==> src/rtl/irda_tx_feeder.sv <==
// IrDA transmit feeder: byte FIFO plus a frame sequencer (issue, wait for done, inter-frame gap).
// Optional sticky overflow flag/port is built when IRDA_TX_FEEDER_OVERFLOW_EN is defined.
module irda_tx_feeder #(
   parameter int DEPTH          = 8,
   parameter int GAP_CYCLES     = 16,
   parameter int TIMEOUT_CYCLES = 65535
) (
   input  logic                     clk,
   input  logic                     rst,
   input  logic                     ena,
   input  logic                     wr_en,
   input  logic [7:0]               wr_data,
   output logic                     full,
   output logic                     empty,
   output logic [$clog2(DEPTH):0]   count,
   output logic                     tx_start,
   output logic [7:0]               tx_data,
   input  logic                     tx_done,
   output logic                     busy,
`ifdef IRDA_TX_FEEDER_OVERFLOW_EN
   output logic                     overflow,
`endif
   output logic                     tx_timeout
);

   localparam int AW = $clog2(DEPTH);
   localparam int GW = (GAP_CYCLES > 0) ? $clog2(GAP_CYCLES + 1) : 1;
   localparam int TW = (TIMEOUT_CYCLES > 1) ? $clog2(TIMEOUT_CYCLES + 1) : 1;

   localparam logic [AW:0]   FULL_LEVEL = (AW + 1)'(DEPTH);
   localparam logic [GW-1:0] GAP_LOAD   = GW'(GAP_CYCLES);
   localparam logic [TW-1:0] TO_LAST    = TW'(TIMEOUT_CYCLES - 1);

   typedef enum logic [1:0] {
      IDLE,
      ISSUE,
      WAIT_DONE,
      GAP
   } state_t;

   state_t        state;
   logic [7:0]    mem [DEPTH];
   logic [AW-1:0] wr_ptr;
   logic [AW-1:0] rd_ptr;
   logic [AW:0]   level;
   logic [GW-1:0] gap_cnt;
   logic [TW-1:0] to_cnt;
   logic          push;
   logic          pop;

   // A write into a full FIFO is dropped even if the sequencer pops in the same cycle.
   assign full     = (level == FULL_LEVEL);
   assign empty    = (level == '0);
   assign count    = level;
   assign push     = wr_en & ~full;
   assign pop      = ena & (state == IDLE) & ~empty;
   assign tx_start = ena & (state == ISSUE);
   assign busy     = (state != IDLE);

   always_ff @(posedge clk) begin
      if (push) begin
         mem[wr_ptr] <= wr_data;
      end
   end

   always_ff @(posedge clk) begin
      if (!rst) begin
         wr_ptr <= '0;
         rd_ptr <= '0;
         level  <= '0;
      end else begin
         if (push) begin
            wr_ptr <= wr_ptr + AW'(1);
         end
         if (pop) begin
            rd_ptr <= rd_ptr + AW'(1);
         end
         case ({push, pop})
            2'b10:   level <= level + (AW + 1)'(1);
            2'b01:   level <= level - (AW + 1)'(1);
            default: level <= level;
         endcase
      end
   end

   // Sequencer: everything holds while ena is low; tx_data only ever changes on a pop.
   always_ff @(posedge clk) begin
      if (!rst) begin
         state      <= IDLE;
         tx_data    <= 8'h00;
         gap_cnt    <= '0;
         to_cnt     <= '0;
         tx_timeout <= 1'b0;
      end else if (ena) begin
         case (state)
            IDLE: begin
               if (pop) begin
                  tx_data <= mem[rd_ptr];
                  state   <= ISSUE;
               end
            end
            ISSUE: begin
               to_cnt <= '0;
               state  <= WAIT_DONE;
            end
            WAIT_DONE: begin
               if (tx_done) begin
                  if (GAP_CYCLES == 0) begin
                     state <= IDLE;
                  end else begin
                     gap_cnt <= GAP_LOAD;
                     state   <= GAP;
                  end
               end else if (to_cnt == TO_LAST) begin
                  // Abandon the frame; the byte is not re-sent.
                  to_cnt     <= to_cnt + TW'(1);
                  tx_timeout <= 1'b1;
                  state      <= IDLE;
               end else begin
                  to_cnt <= to_cnt + TW'(1);
               end
            end
            GAP: begin
               if (gap_cnt <= GW'(1)) begin
                  gap_cnt <= '0;
                  state   <= IDLE;
               end else begin
                  gap_cnt <= gap_cnt - GW'(1);
               end
            end
            default: begin
               state <= IDLE;
            end
         endcase
      end
   end

`ifdef IRDA_TX_FEEDER_OVERFLOW_EN
   always_ff @(posedge clk) begin
      if (!rst) begin
         overflow <= 1'b0;
      end else if (wr_en & full) begin
         overflow <= 1'b1;
      end
   end
`endif

endmodule

==> config.mk <==
export PLATFORM = sky130hd
export DESIGN_NAME = irda_tx_feeder
export DESIGN_NICKNAME = d
export VERILOG_FILES = /design/src/rtl/irda_tx_feeder.sv
export SDC_FILE = /design/constraint.sdc
export NUM_CORES = 1
export LEC_CHECK = 0
export CAP_MARGIN = 20
export CELL_PAD_IN_SITES_DETAIL_PLACEMENT = 1
export CELL_PAD_IN_SITES_GLOBAL_PLACEMENT = 1
export CORE_MARGIN = 3
export CORE_UTILIZATION = 43
export DETAILED_ROUTE_END_ITERATION = 16
export HOLD_SLACK_MARGIN = 0.03
export PLACE_DENSITY_LB_ADDON = 0.1
export SYNTH_ARGS = -nofsm -noshare
export SYNTH_HDL_FRONTEND = slang
export SYNTH_SLANG_ARGS = --single-unit
==> constraint.sdc <==
create_clock -name clk -period 2.7 [get_ports clk]
set_clock_uncertainty 0.15 [all_clocks]
set_input_delay 0.675 -clock clk [delete_from_list [all_inputs] [get_ports clk]]
set_output_delay 0.675 -clock clk [all_outputs]
set_load 0.005 [all_outputs]
==> impl_metrics.yaml, run 1 <==
timing:
  slew_headroom_pct: 69.6
  fmax_mhz: 389
  hold_violations: 0
  drv_slew: 0
  period_needed_ns: 2.57
  period_share_pct: 95.3
  tightestPinTransition_ns: 0.452
  rsz0062_at_grt: "false"
  setup_slack_ns: 0.127
  setup_viol: 0
  finalSetupTns_ns: 0
clocking:
  cts_tree: "done"
  cts_buffers: 9
  cts_max_level: 3
  clk_pin_slew_ns: 0.10
  cts_sinks: 106
  clk_latency_ns: 0.37
  ctsHoldBuffers: 0
  clock_path_buffers: 2
  root_buffer: "clkbuf_8"
floorplanning:
  fp.dieW_um: 108
  core_um2: 9950
  ios: 30
  dieArea_um2: 11700
  std_cell_rows: 36
  initial_core_util_pct: 44.9
  die_y_um: 108
critical_path:
  r2r-end: "count[2]$_SDFFE_PN0P_"
  r2r-start: "count[3]$_SDFFE_PN0P_"
  critPathKind: "input port to output port"
  cp_max_fo: 2
  worstRegToRegCells: 9
  cp_data_arrival_time_ns: 1.75
  startpoint_type: "input port"
  worstPathRequired_ns: 1.88
  cp-end-kind: "output port"
  r2r_slack_ns: 0.17
logic_synthesis:
  synth_area_leaders: "edfxtp_1 (43%), dfxtp_1 (19%), mux4_2 (8.1%)"
  yosys.area.top_type_share_pct: 43.0
  yosysTopAreaCell: "edfxtp_1"
  syn_inst: 347
  synth_warnings: 0
  ys.flop_type: "edfxtp_1"
  synth-edff-count: 64
  synth.ff_latch_count: 106
  synth_area_um2: 4470
  ys_async_sr_fraction_pct: 0
  ys_seq_area_share_pct: 61.7
  synth_nets: 369
  avgSynthCellArea_um2: 12.9
  synth.distinct_cells: 46
final_layout:
  diodes: 0
  area_growth_pct: 18.7
  final_util_pct: 53.3
  fin_nets: 425
  layout-drive-gt1-share_pct: 18.6
  instances_no_fill: 541
global_routing:
  grt-ovfl-total: 0
  grt_antenna_before_repair: 0
  track_usage_pct: 17.7
  grt_pass1_vias: 3111
  grt_pass1_wl_um: 15800
  grt_max_degree: 20
place:
  dp.cells: 523
  dp_slack_ns: -0.361
  place.gp.congestion: 0.807
  port-buffer-count: 29
  dp_hpwl_um: 6590
flow_run:
  max_cap_viol_count: 0
detailed_routing:
  wl_per_cell_um: 17.3
  drtAntennaViolNets: 0
  avgViaCountPerCell: 5.52
  route.vias.total: 2984
  drcViolationCount: 0
  wl_um: 9350
  drt_iter0_drc: 93
  dr.pass1.iters: 4
power:
  p_leak_nw: 1.83
  vdd_ir_drop_max_uv: 448
  powerDensity_nw_per_um2: 802
min_path:
  holdPathEnd: "to_cnt[15]$_SDFFE_PN0P_"
  hp-class: "register to register"
  holdPathStages: 2
  worstHoldStart: "to_cnt[15]$_SDFFE_PN0P_"
run_status:
  outcome: "completed"
## cells by family (layout without fill, tap and decap cells)
family                   Yosys count  in the layout  synth area share [%]
buffers and inverters             28             89                  3.08
adder cells (fa/ha/maj)            9              9                  2.52
flip-flops                       106            106                  61.7
multiplexers                      20             20                  8.95
AND/OR/NAND/NOR                  106            106                  12.3
XOR/XNOR                          11             11                  2.15
AO/OA/AOI/OAI                     67             67                  9.26
## through the flow
step / total power, W / hold WS (ns) / area [µm²]
floorplan: 0.00275 / 0.302 / 4480
detailed placement: 0.00330 / 0.329 / 5070
global placement: 0.00326 / 0.314 / 5070
finish: 0.00426 / 0.348 / 5310
CTS: 0.00431 / 0.343 / 5290
global route: 0.00455 / 0.376 / 5310
## layout by cell type, fill, tap and decap left out, types with 4 or more instances in the layout
| cell type | n |
|---|---|
| nand2_1 | 32 |
| nand4_1 | 6 |
| nor2b_1 | 4 |
| dfxtp_1 | 38 |
| nor2_1 | 18 |
| ha_1 | 8 |
| a31oi_1 | 11 |
| or3_1 | 8 |
| buf_4 | 33 |
| o31ai_1 | 6 |
| a21oi_1 | 19 |
| nand2b_1 | 4 |
| edfxtp_1 | 64 |
| inv_6 | 4 |
| xor2_1 | 9 |
| or4_1 | 6 |
| inv_1 | 8 |
| o21ai_0 | 15 |
| o211ai_1 | 4 |
| nand3_1 | 9 |
| clkdlybuf4s50_1 | 26 |
| mux2i_1 | 4 |
| mux4_2 | 16 |
| clkbuf_8 | 9 |
| nor3_1 | 6 |
## routing by layer
layer,track usage [%],part of all wire [%],vias up
li1,-,-,1431
met1,22.3,45,1503
met2,30.6,51,42
met3,4.00,3.3,8
met4,5.14,0.99,0
met5,0,0,-
## layout make-up
cell class	count	area [µm²]
Sequential cell	106	2770
Clock inverter	7	73.8
Tap cell	133	166
Fill cell	1044	4650
Inverter	10	37.5
Timing Repair Buffer	63	553
Clock buffer	9	124
Multi-Input combinational cell	213	1580
## cell usage after synthesis, types with 4 or more instances
master	number
nand2b_1	4
mux2i_1	4
inv_1	8
o21ai_0	15
or3_1	8
edfxtp_1	64
nor3_1	6
o31ai_1	6
buf_2	5
nand4_1	6
nand2_1	32
a21oi_1	19
nand3_1	9
ha_1	9
nor2_1	18
or4_1	7
dfxtp_1	42
o211ai_1	4
clkbuf_1	9
a31oi_1	11
nor2b_1	4
mux4_2	16
xor2_1	9
## critical path, stage by stage
cell,delay [ns]
dlygate4sd2_1,0.27
buf_6,0.12
and3b_1,0.18
clkdlybuf4s50_1,0.51
## what timing repair did
item	in CTS	in global routing
resized for setup	5	6
pin swaps	0	1
buffers inserted	1	1
setup endpoints to repair	3	2
hold endpoints to repair	0	0
## how the worst max path moves through the flow
stage          slack [ns]               endpoint                   from  cells after the start
3_5_place_dp        -0.36  count[2]$_SDFFE_PN0P_                    ena                     10
3_3_place_gp        -0.30  count[2]$_SDFFE_PN0P_                    ena                     10
4_1_cts            -0.001                   full  count[0]$_SDFFE_PN0P_                      3
2_1_floorplan        0.03  count[2]$_SDFFE_PN0P_                    ena                     11
6_report             0.13               tx_start                    ena                      4
5_1_grt              0.06  count[2]$_SDFFE_PN0P_  count[3]$_SDFFE_PN0P_                      9
## power by group
group / internal, W / total, W / switching (W)
clock: 0.000438 / 0.000985 / 0.000547
combinational: 0.000687 / 0.00128 / 0.000590
sequential: 0.00190 / 0.00200 / 0.000103
total: 0.00302 / 0.00426 / 0.00124
## state kept, by name, summed over array words and instances, names as in the netlist, 2 cells and up
signal   flops
to_cnt      16
count        4
wr_ptr       3
state        2
rd_ptr       3
gap_cnt      5
mem         64
tx_data      8
No activity file was read; power rests on OpenSTA's default activity.
==> inputs of run 2 (changes only) <==
--- a/config.mk
+++ b/config.mk
@@ -10,5 +10,5 @@
 export CELL_PAD_IN_SITES_GLOBAL_PLACEMENT = 1
 export CORE_MARGIN = 3
-export CORE_UTILIZATION = 43
+export CORE_UTILIZATION = 52
 export DETAILED_ROUTE_END_ITERATION = 16
 export HOLD_SLACK_MARGIN = 0.03
==> constraint.sdc (replaced) <==
create_clock -name clk -period 3 [get_ports clk]
set_clock_uncertainty 0.15 [all_clocks]
set_input_delay 0.75 -clock clk [delete_from_list [all_inputs] [get_ports clk]]
set_output_delay 0.75 -clock clk [all_outputs]
set_load 0.01 [all_outputs]
==> run 2 against run 1 <==
Compared with the run above:
- final area fell by 3.4%
- via count fell by 1.3%
- register-to-register slack improved by 0.17 ns
- combinational power is 13% lower
- die area fell by 16%
- power is 11% lower
- global-route usage increased by 3.2 points
- largest power group unchanged
- first-iteration DRC count grew 63%
==> impl_metrics.yaml, run 2 (synthesized netlist as in run 1, its figures left out) <==
run_status:
  outcome: "completed"
timing:
  slew_headroom_pct: 42.1
  finalSetupTns_ns: 0
  hold_violations: 0
  period_needed_ns: 2.92
  setup_viol: 0
  rsz0062_at_grt: "false"
  period_share_pct: 97.2
  fmax_mhz: 343
  tightestPinTransition_ns: 0.868
  whs_ns: 0.337
  drv_slew: 0
critical_path:
  worstRegToRegCells: 7
  r2r_slack_ns: 0.34
  max_stage_delay_ns: 0.65
  critPathBufInv: 2
  cp_data_arrival_time_ns: 2.02
  cpLargestDelayFamily: "simple AND/OR/NAND/NOR gates"
  startpoint_type: "register"
  worstPathRequired_ns: 2.10
  cp_slowest_cell: "or4b_1"
  critPathKind: "register to output port"
  cp-end-kind: "output port"
  crit_chain: "or4b_1 > inv_1 > clkdlybuf4s50_1"
  r2r-end: "count[3]$_SDFFE_PN0P_"
  r2r-start: "count[0]$_SDFFE_PN0P_"
  cp_max_fo: 7
detailed_routing:
  drt_iter0_drc: 152
  wl_per_cell_um: 19.2
  avgViaCountPerCell: 5.90
  drcViolationCount: 0
  dr.pass1.iters: 4
  drtAntennaViolNets: 0
  route.vias.total: 2944
  wl_um: 9600
final_layout:
  diodes: 0
  biggestRegsByFlops: "mem: 64 flops, to_cnt: 16 flops, tx_data: 8 flops"
  fin_nets: 411
  layout-drive-gt1-share_pct: 14.0
  instances_no_fill: 499
  nFillCells: 806
  largest_register_ffs: 64
  final_cell_mix: "edfxtp_1 (64), dfxtp_1 (42), nand2_1 (32)"
  fin_area_um2: 5130
  top_register: "mem"
  area_growth_pct: 14.6
  final_common_cell: "edfxtp_1"
min_path:
  holdPathEnd: "to_cnt[14]$_SDFFE_PN0P_"
  worstHoldStart: "to_cnt[14]$_SDFFE_PN0P_"
  holdPathStages: 2
  hp-class: "register to register"
place:
  placed_area_um2: 4950
  port-buffer-count: 29
  place.gp.congestion: 0.759
  dp_hpwl_um: 6840
  dp.cells: 483
global_routing:
  track_usage_pct: 21.0
  grt_pass1_vias: 3056
  grt-ovfl-total: 0
  grt_pass1_wl_um: 15900
  grt_max_degree: 20
  grt_antenna_before_repair: 0
clocking:
  cts_sinks: 106
  cts_tree: "done"
  ctsHoldBuffers: 0
  postCtsSetupRepairBufs: 0
  clk_latency_ns: 0.36
  clock_path_buffers: 2
  cts_resized: 1
  root_buffer: "clkbuf_8"
  cts_max_level: 3
  cts_buffers: 9
  clk_pin_slew_ns: 0.10
power:
  p_leak_nw: 1.72
  total_power_w: 0.00378
  powerDensity_nw_per_um2: 736
  vdd_ir_drop_max_uv: 351
floorplanning:
  fp.dieW_um: 98.8
  initial_core_util_pct: 53.9
  die_y_um: 98.8
  ios: 30
  core_um2: 8300
  std_cell_rows: 33
  dieArea_um2: 9750
flow_run:
  max_cap_viol_count: 0
[run 2: cell types whose count changed in the layout (fill, tap and decap cells not counted), moves of 2 or more]
cell	previous run	this run
buf_4	33	20
dfxtp_1	38	42
dfxtp_2	3	0
clkdlybuf4s50_1	26	28
dlymetal6s2s_1	2	0
inv_6	4	2
inv_8	0	2
[run 2: power breakdown]
group	leakage, nW	switching [W]	internal (W)
Sequential	0.922	0.000138	0.00170
Clock	0.0913	0.000500	0.000322
Combinational	0.710	0.000539	0.000577
Total	1.72	0.00118	0.00260
[run 2: area by class of cell]
| cell class | count | area [µm²] | share of cell area (%) |
|---|---|---|---|
| flip-flops and latches | 106 | 2760 | 53.9 |
| well taps | 105 | 131 | 2.56 |
| clock buffers | 10 | 128 | 2.49 |
| repair buffers | 49 | 439 | 8.56 |
| multi-input cells | 213 | 1570 | 30.7 |
| inverters | 10 | 37.5 | 0.732 |
| clock inverters | 6 | 56.3 | 1.10 |
[run 2: worst min-delay path: stages (launching register included)]
cell     delay (ns)
dfxtp_1        0.33
o31ai_1        0.06
a21oi_1        0.05
[run 2: layer usage]
metal / part of all wire (%) / vias up / track usage [%]
met5: 0 / - / 0
met2: 52 / 38 / 36.5
met3: 2.4 / 8 / 2.83
li1: - / 1411 / -
met1: 45 / 1487 / 27.2
met4: 1.1 / 0 / 6.72
[run 2: per-stage QoR]
step	utilization [%]	setup WS (ns)
after floorplan	-	0.190
after global placement	59.6	-0.0768
after detailed placement	59.6	-0.147
after CTS	61.8	0.0565
after global routing	61.8	0.000825
final	61.8	0.0847
[run 2: how the worst max path moves through the flow]
stage	start	to	slack (ns)	cells past startpoint
2_1_floorplan	ena	count[2]$_SDFFE_PN0P_	0.19	11
3_3_place_gp	ena	count[2]$_SDFFE_PN0P_	-0.08	10
3_5_place_dp	ena	count[3]$_SDFFE_PN0P_	-0.15	8
4_1_cts	count[0]$_SDFFE_PN0P_	full	0.06	3
5_1_grt	count[1]$_SDFFE_PN0P_	full	0.0008	3
6_report	count[0]$_SDFFE_PN0P_	full	0.08	3
